==> src/rtl/spi_slave_pkg.sv <==
// Shared constants and helpers for the oversampled SPI slave and its FIFOs.
package spi_slave_pkg;

  // SPI modes encoded as {cpol, cpha}
  localparam logic [1:0] MODE0 = 2'b00;
  localparam logic [1:0] MODE1 = 2'b01;
  localparam logic [1:0] MODE2 = 2'b10;
  localparam logic [1:0] MODE3 = 2'b11;

  localparam int SYNC_STAGES = 2;

  function automatic int clog2(input int value);
    int result;
    int v;
    result = 0;
    v = value - 1;
    while (v > 0) begin
      result++;
      v = v >> 1;
    end
    return result;
  endfunction

endpackage

==> src/rtl/sync_fifo.sv <==
// Single-clock FIFO with first-word fall-through read; DEPTH must be a power of two.
module sync_fifo
  import spi_slave_pkg::*;
#(
  parameter int WIDTH = 8,
  parameter int DEPTH = 16
) (
  input  logic                    i_sys_clk,
  input  logic                    i_sys_rst,
  input  logic                    wr,
  input  logic [WIDTH-1:0]        wr_data,
  input  logic                    rd,
  output logic [WIDTH-1:0]        rd_data,
  output logic                    full,
  output logic                    empty,
  output logic [clog2(DEPTH):0]   level
);

  localparam int AW = clog2(DEPTH);
  localparam logic [AW:0] FULL_LEVEL = (AW+1)'(DEPTH);

  logic [WIDTH-1:0] mem [DEPTH];
  logic [AW-1:0]    wr_ptr;
  logic [AW-1:0]    rd_ptr;
  logic             do_wr;
  logic             do_rd;

  assign full  = (level == FULL_LEVEL);
  assign empty = (level == '0);
  // A pop frees the slot, so a push into a full FIFO is accepted in the same cycle.
  assign do_rd = rd & ~empty;
  assign do_wr = wr & (~full | do_rd);
  assign rd_data = empty ? '0 : mem[rd_ptr];

  // NOTE: storage has no reset; only pointers and level define what is valid.
  always_ff @(posedge i_sys_clk) begin
    if (do_wr) mem[wr_ptr] <= wr_data;
  end

  // NOTE: sequential state uses non-blocking assignments so all flops update together.
  always_ff @(posedge i_sys_clk or posedge i_sys_rst) begin
    if (i_sys_rst) begin
      wr_ptr <= '0;
      rd_ptr <= '0;
      level  <= '0;
    end else begin
      if (do_wr) wr_ptr <= wr_ptr + 1'b1;
      if (do_rd) rd_ptr <= rd_ptr + 1'b1;
      case ({do_wr, do_rd})
        2'b10:   level <= level + 1'b1;
        2'b01:   level <= level - 1'b1;
        default: level <= level;
      endcase
    end
  end

endmodule

==> src/rtl/spi_slave_fifo.sv <==
// SPI slave, all four modes, with SCLK/SSN/MOSI oversampled in the i_sys_clk domain
// and TX/RX FIFOs carrying sticky underrun/overrun flags.
module spi_slave_fifo
  import spi_slave_pkg::*;
#(
  parameter int                  DATA_SIZE  = 8,
  parameter int                  FIFO_DEPTH = 16,
  parameter logic [DATA_SIZE-1:0] IDLE_WORD = '1
) (
  input  logic                         i_sys_clk,
  input  logic                         i_sys_rst,
  input  logic                         i_cpol,
  input  logic                         i_cpha,
  input  logic                         i_lsb_first,
  input  logic                         i_sclk,
  input  logic                         i_ssn,
  input  logic                         i_mosi,
  output logic                         o_miso,
  output logic                         o_miso_oe,
  input  logic [DATA_SIZE-1:0]         i_tx_data,
  input  logic                         i_tx_wr,
  output logic                         o_tx_full,
  output logic [clog2(FIFO_DEPTH):0]   o_tx_level,
  output logic [DATA_SIZE-1:0]         o_rx_data,
  input  logic                         i_rx_rd,
  output logic                         o_rx_empty,
  output logic [clog2(FIFO_DEPTH):0]   o_rx_level,
  output logic                         o_word_done,
  output logic                         o_rx_overrun,
  output logic                         o_tx_underrun,
  input  logic                         i_clr_err
);

  localparam int CW = clog2(DATA_SIZE);
  localparam logic [CW-1:0] LAST_BIT = CW'(DATA_SIZE - 1);

  logic [SYNC_STAGES:0]   sclk_sync, ssn_sync;
  logic [SYNC_STAGES-1:0] mosi_sync, sync_fill;
  logic sclk_s, sclk_d, ssn_s, ssn_d, mosi_s;
  logic armed, cpol_q, cpha_q, lsb_q, load_d, miso_q;
  logic selected, ssn_fall, sclk_rise, sclk_fall;
  logic sample_edge, shift_edge, completion, load, shift_now;
  logic [CW-1:0]        bit_cnt;
  logic [DATA_SIZE-1:0] rx_shift, rx_next, tx_shift, tx_rest, tx_fifo_head;
  logic tx_head, tx_empty, rx_full;

  always_ff @(posedge i_sys_clk or posedge i_sys_rst) begin
    if (i_sys_rst) begin
      sclk_sync <= '0;
      ssn_sync  <= '1;
      mosi_sync <= '0;
      sync_fill <= '0;
    end else begin
      sclk_sync <= {sclk_sync[SYNC_STAGES-1:0], i_sclk};
      ssn_sync  <= {ssn_sync[SYNC_STAGES-1:0], i_ssn};
      mosi_sync <= {mosi_sync[SYNC_STAGES-2:0], i_mosi};
      sync_fill <= {sync_fill[SYNC_STAGES-2:0], 1'b1};
    end
  end

  assign sclk_s = sclk_sync[SYNC_STAGES-1];
  assign sclk_d = sclk_sync[SYNC_STAGES];
  assign ssn_s  = ssn_sync[SYNC_STAGES-1];
  assign ssn_d  = ssn_sync[SYNC_STAGES];
  assign mosi_s = mosi_sync[SYNC_STAGES-1];

  // The bus is only trusted once a real (not reset-preset) SSN high has been seen.
  assign selected  = armed & ~ssn_s;
  assign ssn_fall  = armed & ssn_d & ~ssn_s;
  assign sclk_rise = selected & sclk_s & ~sclk_d;
  assign sclk_fall = selected & ~sclk_s & sclk_d;

  // NOTE: every always_comb output gets a default first so no latch is inferred.
  always_comb begin
    sample_edge = 1'b0;
    shift_edge  = 1'b0;
    case ({cpol_q, cpha_q})
      MODE0: begin sample_edge = sclk_rise; shift_edge = sclk_fall; end
      MODE1: begin sample_edge = sclk_fall; shift_edge = sclk_rise; end
      MODE2: begin sample_edge = sclk_fall; shift_edge = sclk_rise; end
      MODE3: begin sample_edge = sclk_rise; shift_edge = sclk_fall; end
      default: ;
    endcase
  end

  assign completion = sample_edge & (bit_cnt == LAST_BIT);
  assign load       = ssn_fall | completion;
  // With CPHA=0 the trailing edge right after a word's last sample must not
  // disturb the next word's first bit, already driven after the load.
  assign shift_now  = shift_edge & (cpha_q | (bit_cnt != '0));
  assign rx_next    = lsb_q ? {mosi_s, rx_shift[DATA_SIZE-1:1]} : {rx_shift[DATA_SIZE-2:0], mosi_s};
  assign tx_head    = lsb_q ? tx_shift[0] : tx_shift[DATA_SIZE-1];
  assign tx_rest    = lsb_q ? (tx_shift >> 1) : (tx_shift << 1);

  always_ff @(posedge i_sys_clk or posedge i_sys_rst) begin
    if (i_sys_rst) begin
      armed         <= 1'b0;
      cpol_q        <= 1'b0;
      cpha_q        <= 1'b0;
      lsb_q         <= 1'b0;
      bit_cnt       <= '0;
      rx_shift      <= '0;
      tx_shift      <= '0;
      miso_q        <= 1'b0;
      load_d        <= 1'b0;
      o_word_done   <= 1'b0;
      o_rx_overrun  <= 1'b0;
      o_tx_underrun <= 1'b0;
    end else begin
      armed       <= armed | (sync_fill[SYNC_STAGES-1] & ssn_s);
      load_d      <= load;
      o_word_done <= completion;
      if (!selected) begin
        cpol_q   <= i_cpol;
        cpha_q   <= i_cpha;
        lsb_q    <= i_lsb_first;
        bit_cnt  <= '0;
        rx_shift <= '0;
        tx_shift <= '0;
        miso_q   <= 1'b0;
      end else begin
        if (sample_edge) begin
          bit_cnt  <= completion ? '0 : bit_cnt + 1'b1;
          rx_shift <= rx_next;
        end
        if (load) begin
          tx_shift <= tx_empty ? IDLE_WORD : tx_fifo_head;
        end else if ((load_d & ~cpha_q) | shift_now) begin
          miso_q   <= tx_head;
          tx_shift <= tx_rest;
        end
      end
      o_tx_underrun <= (load & tx_empty) | (o_tx_underrun & ~i_clr_err);
      o_rx_overrun  <= (completion & rx_full & ~i_rx_rd) | (o_rx_overrun & ~i_clr_err);
    end
  end

  assign o_miso    = selected & miso_q;
  assign o_miso_oe = selected;

  sync_fifo #(.WIDTH(DATA_SIZE), .DEPTH(FIFO_DEPTH)) u_tx_fifo (
    .i_sys_clk (i_sys_clk),
    .i_sys_rst (i_sys_rst),
    .wr        (i_tx_wr),
    .wr_data   (i_tx_data),
    .rd        (load),
    .rd_data   (tx_fifo_head),
    .full      (o_tx_full),
    .empty     (tx_empty),
    .level     (o_tx_level)
  );

  sync_fifo #(.WIDTH(DATA_SIZE), .DEPTH(FIFO_DEPTH)) u_rx_fifo (
    .i_sys_clk (i_sys_clk),
    .i_sys_rst (i_sys_rst),
    .wr        (completion),
    .wr_data   (rx_next),
    .rd        (i_rx_rd),
    .rd_data   (o_rx_data),
    .full      (rx_full),
    .empty     (o_rx_empty),
    .level     (o_rx_level)
  );

endmodule

==> config.mk <==
export PLATFORM = sky130hd
export DESIGN_NAME = spi_slave_fifo
export DESIGN_NICKNAME = d
export VERILOG_FILES = /design/src/rtl/spi_slave_pkg.sv /design/src/rtl/sync_fifo.sv /design/src/rtl/spi_slave_fifo.sv
export SDC_FILE = /design/constraint.sdc
export NUM_CORES = 1
export LEC_CHECK = 0
export ABC_AREA = 1
export BUFFER_PORTS_ARGS = -buffer_cell sky130_fd_sc_hd__buf_2
export CELL_PAD_IN_SITES_DETAIL_PLACEMENT = 2
export CELL_PAD_IN_SITES_GLOBAL_PLACEMENT = 2
export CORE_MARGIN = 1
export CORE_UTILIZATION = 43
export DETAILED_ROUTE_END_ITERATION = 10
export PLACE_DENSITY_LB_ADDON = 0.1
export SETUP_SLACK_MARGIN = 0.05
export SLEW_MARGIN = 20
export SYNTH_ARGS = -nofsm -noshare
export SYNTH_HDL_FRONTEND = slang
export SYNTH_SLANG_ARGS = --single-unit
==> constraint.sdc <==
create_clock -name i_sys_clk -period 3.1 [get_ports i_sys_clk]
set_clock_uncertainty 0.05 [all_clocks]
set_input_delay 0.155 -clock i_sys_clk [delete_from_list [all_inputs] [get_ports i_sys_clk]]
set_output_delay 0.155 -clock i_sys_clk [all_outputs]
set_load 0.02 [all_outputs]
==> summary.md, run 1 <==
The clock transition at the registers of the reported paths was 60 ps. The worst register-to-register path begins at u_rx_fifo.level[0]. The element type at the critical path start was a register.

Yosys mapped a number of flops with a built-in enable equal to 256. The biggest cell delay along the critical path came out at 430 ps. The run gives 0 as the final number of hold-violating endpoints. Clock tree synthesis selected as its root buffer the cell sky130_fd_sc_hd__clkbuf_16. The combined buffer and inverter count along the critical path is 3. The slew of the pin with the lowest slew margin is 954.5 ps, and the number of nets in the final layout is 1,272. Counting stages on the worst path, the most repeated cell is sky130_fd_sc_hd__inv_1. Summed over all nets, wire length on met2 after detailed routing comes to 21.47 mm. The register bit count reported by yosys works out to 320. The synthesized netlist occupies a cell area of 13,400 µm². The run gives 0.005791 µW as the leakage power total. The max capacitance violation total was 0; the remaining antenna violation count after routing was 0. IR analysis of the VDD net gives a maximum drop of 374.1 µV. The overall die height works out to 178.5 µm. The final HPWL from detailed placement is 27.31 mm, and the minimum clock period is 2910 ps. The library cell with the largest summed area after synthesis is sky130_fd_sc_hd__edfxtp_1. The count of input and output buffers is 43, and the met3 wirelength from detailed routing is 1.745 mm. Dividing total power by cell area gives a power density of 889.3 nW/µm².

After routing, the total negative slack on setup checks comes to 0 ps. For the relative slew slack, the log shows 0.3636. Setup repair after global routing left no endpoint under its margin. For the final number of setup-violating endpoints, the log shows 0. The global-route wire length before repair is 63.73 mm. The sequential cell area fraction in the yosys report is 0.6935. Using the TritonRoute via totals, the vias-per-cell ratio works out to 5.717.

Each instance of the synthesized netlist takes up on average 11.88 µm². Timing would allow up to 343.6 MHz. Buffers inserted during clock tree synthesis total 36. In the post-synthesis netlist, the biggest area contributors are sky130_fd_sc_hd__edfxtp_1 57%, sky130_fd_sc_hd__dfrtp_1 11%, sky130_fd_sc_hd__o21ai_0 6.2%.

The netlist uses 39 different library cells. The tools report the core area as 30,590 µm². Counting along the longest clock path gives a buffer depth of 3.

The tools report the clock insertion delay at the later pin of the skew report as 520 ps. The die covers 31,870 µm². The proportion of netlist area held by the largest area contributor works out to 0.5737. In the post-synthesis netlist, the cell with the most instances is sky130_fd_sc_hd__edfxtp_1. The aggregate global-route resource usage is 0.2725. The startpoint identified for the worst hold timing path is i_tx_data[2].

The number of antenna violations at the first check in global routing was 0; the final number of max-transition violations was 0. Antenna diode count: 0. In the routed design, unresolved DRC markers number 0. Worst-path maximum fanout: 4. Dividing the detail-routed wire length by the instance count gives 25.38 µm. STA classifies the critical path endpoint as a register. The number of vias in the routed layout is 9,451. The flow ran to the end, and the final reports show no timing, DRC or antenna violations. Tracing the worst setup path back leads to its startpoint at u_rx_fifo.level[0]. The top-level I/O count was 44. The fraction of layout instances using a drive strength above 1 works out to 0.1448.

Grouping stages by cell kind, the critical path spends the most delay in simple AND/OR/NAND/NOR gates. The total number of yosys warnings was 0. The critical path in this run is classified as register to register.

The CTS sink count was 320. Signal routing reaches up to met4. The logs give 0.4380 for the effective utilization at floorplan and 1,128 for the cell count after synthesis. Hold timing on the final database bottoms out at a slack of 24.14 ps. Among all flip-flop cells after synthesis, the most frequent one is sky130_fd_sc_hd__edfxtp_1. The net count after synthesis was 1,169.

The area of the multi-input gates was 3627 µm²; the largest net degree at the start of global routing was 51. TritonCTS built the clock tree. The die is 178.5 µm wide. Walking the worst path, the cells encountered are inv_1, nand4_1, nor3_4, nor2_4, inv_1, ha_1, inv_1, fa_1, nor2_1, a211oi_1, nand2_1, nand2_1, nor2_1, xor2_1. The H-tree was split into 2 levels. For this block, wires on met1 add up to 17.72 mm. The logs give 64 for the number of core rows and 3290 ps for the data arrival time at the worst-slack endpoint.

At the end of routability-driven placement, the weighted congestion stood at 0.7375. The async set-reset flop share out of synthesis is 0.2000. The library cell contributing the largest single delay on the critical path was sky130_fd_sc_hd__dfrtp_1. Class of the worst hold path: input pin to register. By count the netlist is led by 256 x sky130_fd_sc_hd__edfxtp_1, 208 x sky130_fd_sc_hd__nor2_1, 167 x sky130_fd_sc_hd__o21ai_0. The share of the clock period used by the worst path works out to 0.9387. The sequential standard cell area is 9296 µm², and the number of global-route vias before repair is 10,490. The final layout contains routed wiring with a total length of 41.95 mm. The filler cells instantiated in the layout total 3,018.

Synthesis-to-layout area growth: 16.34%. The first routing iteration left 724 violations. For this run, the detailed router's first-pass iteration total came to 5. For this run the aggregate overflow at the end of global routing stands at 0. The run gives 3480 ps as the required time of the critical path.
[report_power, final]
| group | switching [µW] | leakage, µW | total, µW | internal [µW] |
|---|---|---|---|---|
| clock | 1690 | 0.000521 | 3970 | 2280 |
| sequential | 315 | 0.00311 | 5330 | 5020 |
| combinational | 3200 | 0.00216 | 4560 | 1360 |
[cell type report]
type	count	area share
sequential	320	0.5964
multi-input combinational	689	0.2327
clock buffer	52	0.06558
timing repair buffer	119	0.05410
tap	396	0.03178
inverter	65	0.01645
clock inverter	12	0.003050
[cell usage in the layout, fill, tap and decap left out, types with 7 or more instances in the layout]
cell / netlist / final
sky130_fd_sc_hd__edfxtp_1: 256 / 256
sky130_fd_sc_hd__nor2_1: 208 / 208
sky130_fd_sc_hd__o21ai_0: 167 / 159
sky130_fd_sc_hd__nand2_1: 102 / 102
sky130_fd_sc_hd__buf_4: 1 / 61
sky130_fd_sc_hd__dfrtp_1: 61 / 58
sky130_fd_sc_hd__inv_1: 59 / 56
sky130_fd_sc_hd__nand3_1: 56 / 56
sky130_fd_sc_hd__buf_2: 17 / 43
sky130_fd_sc_hd__clkbuf_16: 0 / 37
sky130_fd_sc_hd__o211ai_1: 33 / 33
sky130_fd_sc_hd__o221ai_1: 24 / 24
sky130_fd_sc_hd__ha_1: 20 / 20
sky130_fd_sc_hd__a21oi_1: 18 / 18
sky130_fd_sc_hd__xor2_1: 16 / 16
sky130_fd_sc_hd__clkinv_1: 2 / 13
sky130_fd_sc_hd__dlygate4sd3_1: 0 / 13
sky130_fd_sc_hd__clkbuf_1: 30 / 11
sky130_fd_sc_hd__o21ai_1: 2 / 9
sky130_fd_sc_hd__o22ai_1: 9 / 9
sky130_fd_sc_hd__nand4_1: 8 / 8
sky130_fd_sc_hd__nand2_4: 7 / 7
[cell families after synthesis]
logic type,share of synthesized area
other,0.0002799
buffers and inverters,0.03726
adder cells (fa/ha/maj),0.02166
XOR/XNOR,0.01111
AO/OA/AOI/OAI,0.1088
AND/OR/NAND/NOR,0.1274
flip-flops,0.6935
[sequential cells by signal, summed over array words and instances (netlist names), 2 cells and up]
signal	cells
u_tx_fifo.wr_ptr	4
mosi_sync	2
rx_shift	8
u_rx_fifo.wr_ptr	4
u_rx_fifo.mem	128
u_tx_fifo.mem	128
u_rx_fifo.level	5
sync_fill	2
u_tx_fifo.rd_ptr	4
ssn_sync	3
u_tx_fifo.level	5
sclk_sync	3
u_rx_fifo.rd_ptr	4
tx_shift	8
bit_cnt	3
[through the flow]
| step | total power (µW) | setup slack [ps] | instance area, µm² | instances | util |
|---|---|---|---|---|---|
| detailed placement | 9920 | -189.5 | 14350 | 1573 | 0.4691 |
| CTS | 13980 | 65.81 | 15560 | 1650 | 0.5087 |
| finish | 13860 | 190.0 | 15590 | 1653 | 0.5096 |
| global route | 14570 | 20.05 | 15590 | 1653 | 0.5096 |
| global placement | 9621 | -43.74 | 14350 | 1573 | 0.4691 |
| floorplan | 8122 | 418.5 | 13400 | 1128 | - |
[metal layers]
metal,track usage,vias up
li1,-,4208
met1,0.3500,4947
met2,0.4767,228
met3,0.03964,68
met4,0.07874,0
met5,0,-
[path summary, 6_finish.rpt]
kind | end | slack, ps | depth (start not counted)
hold reg to reg | sync_fill[1] | 300 | 0
setup / recovery | u_rx_fifo.level[4] | 190 | 14
max in group asynchronous | ssn_sync[2] | 1960 | 4
setup reg to reg | u_rx_fifo.level[4] | 190 | 14
hold / removal | u_tx_fifo.mem[15][2] | 20 | 1
min in group asynchronous | o_word_done | 240 | 3
[worst register-to-register path, stage by stage, from the launching register on]
cell and delay (ps):
sky130_fd_sc_hd__dfrtp_1 430, sky130_fd_sc_hd__inv_1 130, sky130_fd_sc_hd__nand4_1 220, sky130_fd_sc_hd__nor3_4 420
sky130_fd_sc_hd__nor2_4 110, sky130_fd_sc_hd__inv_1 100, sky130_fd_sc_hd__ha_1 230, sky130_fd_sc_hd__inv_1 100
sky130_fd_sc_hd__fa_1 420, sky130_fd_sc_hd__nor2_1 120, sky130_fd_sc_hd__a211oi_1 70, sky130_fd_sc_hd__nand2_1 80
sky130_fd_sc_hd__nand2_1 60, sky130_fd_sc_hd__nor2_1 130, sky130_fd_sc_hd__xor2_1 150
[repair_timing]
| item | in CTS | in global routing |
|---|---|---|
| pin swaps | 0 | 1 |
| gates cloned | 0 | 0 |
| buffers inserted | 0 | 3 |
| gates resized for setup | 2 | 1 |
| endpoints found under the hold margin | 72 | 0 |
| hold buffers | 13 | 0 |
| setup endpoints to repair | 3 | 2 |
No activity file was read; power rests on OpenSTA's default activity.
==> run 2: changes to the inputs <==
- CORE_UTILIZATION: 43 -> 39
- GPL_ROUTABILITY_DRIVEN: not set -> 0
- RECOVER_POWER: not set -> 25
- clock period: 3.1 -> 2.6 ns (I/O delays scaled with it)
==> run 2 against run 1 <==
Setup slack worse by 110 ps. Sequential cell count is the same. Cell count increased by 4.4%. Largest power group unchanged. Core utilization down 2.9 points. Largest cell class unchanged. Non-clock buffer count is 19 higher. First-iteration DRC count is 2.9% higher. Critical endpoint is now o_rx_data[1]. Clock-buffer cell count up 3. Global-route usage down 3.4 points. Power rose by 27%. Hold slack better by 38 ps. Clock power increased by 28%.
==> summary.md, run 2 (synthesis results as in run 1) <==
Path type of the worst setup path: register to primary output. The largest registers in the layout are u_rx_fifo.mem: 128 flops, u_tx_fifo.mem: 128 flops. The logs give 63.36 mm (-0.59%) for the global-route wire length before repair and 35,100 µm² (+10%) for the full die area. In this run the critical register-to-register path is captured at u_tx_fifo.level[4].

The area of the multi-input gates is 3807 µm² (+5.0%), and the slew of the pin with the lowest slew margin is 1382 ps (+427.8 ps). The fraction of layout instances using a drive strength above 1 is 0.2013 (+0.05646), and the sequential standard cell area is 9299 µm² (about the same). The tools report the internal power of the cells as 11,080 µW (+28%).

For the max capacitance violation total, the log shows 0 (unchanged). The final number of max-transition violations is 0 (unchanged), and the number of DRC markers in iteration 0 is 745 (+2.9%). The area growth from synthesis to layout is 20.90%. The reg-to-reg setup timing slack is 80 ps (-110 ps).

The run gives 78.42 ps (-111.6 ps) as the least setup slack across all paths after layout. The run gives -125.9 ps (+63.64 ps) as the pre-CTS setup slack. The portion of total power attributed to the clock network is 0.289 (+0.003).

The sequential cell fraction of total power was 0.357 (-0.027). STA classifies the critical path startpoint as a register. The number of core rows was 67 (+4.7%).

Following the worst setup path forward leads to its endpoint at o_rx_data[1]. The setup total negative slack is 0 ps (unchanged). The total length of routed wires was 41.38 mm (-1.4%). The CTS buffer count was 37 (+2.8%); the worst-path maximum fanout was 33 (+29). Core area: 33,700 µm² (+10%). The tightest min-delay check is of the input pin to register type. The tools report the remaining antenna violation count after routing as 0 (unchanged). The depth of the worst register-to-register path was 19 (+5); the largest net degree at the start of global routing was 67 (+31%). The final number of hold-violating endpoints is 0 (unchanged).

The utilization after layout was 0.4807 (-0.02892); the maximum frequency from static timing analysis was 396.6 MHz. TritonCTS built the clock tree. For the total grt overflow, the log shows 0 (unchanged). The number of vias in the routed layout is 9,434 (-0.18%), and the power density over cell area is 1083 nW/µm² (+22%). The final HPWL from detailed placement is 25.53 mm (-6.5%), and the number of detailed-route iterations in the first pass is 5 (unchanged). The count of input and output buffers was 43 (unchanged).

The effective utilization at floorplan was 0.3976 (-0.04043). The logs give 0.353 (+0.024) for the relative contribution of combinational cells to total power and 10,590 (+0.94%) for the number of global-route vias before repair. Clock transition at the registers of the reported paths: 50 ps (about the same).

The detail-routed via count per cell is 5.469 (-4.3%), and the aggregate global-route resource usage is 0.2385 (-0.03404). The relative slew slack was 0.07849 (-0.2851). The deepest clock path buffer count was 3 (unchanged); the mean routed wirelength per cell was 23.99 µm (-5.5%). The logs give 320 (unchanged) for the CTS sink count and 6468 µW (+24%) for the net switching power. The endpoint kind of the worst setup timing path was a primary output. Antenna diode count: 0 (unchanged).

For the final number of setup-violating endpoints, the log shows 0 (unchanged). The share of the clock period used by the worst path is 0.9698, and the top-level I/O count is 44 (unchanged). Setup repair after global routing could not meet its margin everywhere.

The count of fill cells added during filler insertion was 3,385 (+12%). The number of nets in the final layout is 1,292 (+1.6%). The run finished with clean final reports. Number of remaining DRC errors: 0 (unchanged). The minimum clock period is 2522 ps. The worst hold margin was 61.96 ps (+37.82 ps).

The tools report the leakage power total as 0.005939 µW (+2.6%). Tracing the worst setup path back leads to its startpoint at u_rx_fifo.rd_ptr[0]. The overall die height is 187.4 µm (+4.9%). The run gives 510 ps (about the same) as the clock insertion delay at the later pin of the skew report. The data arrival time at the worst-slack endpoint is 2340 ps (-950 ps), and the number of H-tree levels is 2 (unchanged).

Leaving out fill and tap cells, the most frequent cells in the layout are 256 x sky130_fd_sc_hd__edfxtp_1, 190 x sky130_fd_sc_hd__nor2_1, 157 x sky130_fd_sc_hd__o21ai_0. CTS placed an instance of sky130_fd_sc_hd__clkbuf_16 at the clock tree root. Leaving out fill and tap cells, the most frequent cell in the layout is sky130_fd_sc_hd__edfxtp_1. The net switching fraction of the power is 0.3687 (-0.007227), and the die boundary width is 187.4 µm (+4.9%).

The logs give 559.7 µV (+50%) for the peak ir drop on the vdd network and 2420 ps (-1060 ps) for the required time of the critical path. Worst flop-to-flop path startpoint: ssn_sync[1]. The tools report the number of antenna violations at the first check in global routing as 2 (+2).
[run 2: area by class of cell]
type,instances,share of cell area
clock buffers,55,0.06534
clock inverters,10,0.006411
inverters,65,0.01645
multi-input cells,689,0.2350
flip-flops and latches,320,0.5740
well taps,448,0.03460
repair buffers,138,0.06812
[run 2: metal layers]
layer / routed length, µm / part of all wire / global-route usage
met1: 18440 / 0.45 / 0.3138
met4: 758 / 0.018 / 0.06526
met5: 17 / 0.00041 / 0
met3: 1524 / 0.037 / 0.03246
met2: 20630 / 0.50 / 0.4121
[run 2: worst min path at each step]
| stage | endpoint | depth (start not counted) | start |
|---|---|---|---|
| floorplan | ssn_sync[0] | 0 | i_ssn |
| global placement | u_tx_fifo.level[0] | 2 | i_sys_rst |
| detailed placement | u_tx_fifo.level[0] | 2 | i_sys_rst |
| CTS | u_tx_fifo.mem[12][2] | 1 | i_tx_data[2] |
| global route | u_tx_fifo.level[1] | 4 | i_tx_wr |
| finish | u_tx_fifo.level[1] | 4 | i_tx_wr |
[run 2: power by group through the flow]
stage	sequential [µW]	clock (µW)	combinational [µW]
finish	6270	5080	6200
global route	6310	5360	6750
CTS	6260	5170	5990
detailed placement	6340	0	5680
global placement	6310	0	5470
floorplan	6370	0	3330
[run 2: what timing repair did]
item	CTS	global route
pin swaps	6	19
endpoints found under the setup margin	24	114
endpoints found under the hold margin	45	0
resized for setup	28	41
setup buffers	3	10
hold buffers	13	0
gates cloned	1	1
[run 2: worst max-delay path, cell delays in order, from the launching register on]
cell                        delay (ps)
sky130_fd_sc_hd__dfrtp_2           450
sky130_fd_sc_hd__buf_4             170
sky130_fd_sc_hd__bufbuf_16         310
sky130_fd_sc_hd__o21ai_0           230
sky130_fd_sc_hd__o22ai_1           110
sky130_fd_sc_hd__o21ai_0           280
sky130_fd_sc_hd__a21oi_1           110
sky130_fd_sc_hd__buf_2             170
[run 2: stage by stage]
| step | power, µW | cell area (µm²) | cells |
|---|---|---|---|
| 3_5_place_dp | 12020 | 14530 | 1632 |
| 2_1_floorplan | 9704 | 13410 | 1128 |
| 6_report | 17550 | 16200 | 1725 |
| 5_1_grt | 18420 | 16200 | 1725 |
| 3_3_place_gp | 11780 | 14530 | 1632 |
| 4_1_cts | 17420 | 15980 | 1714 |
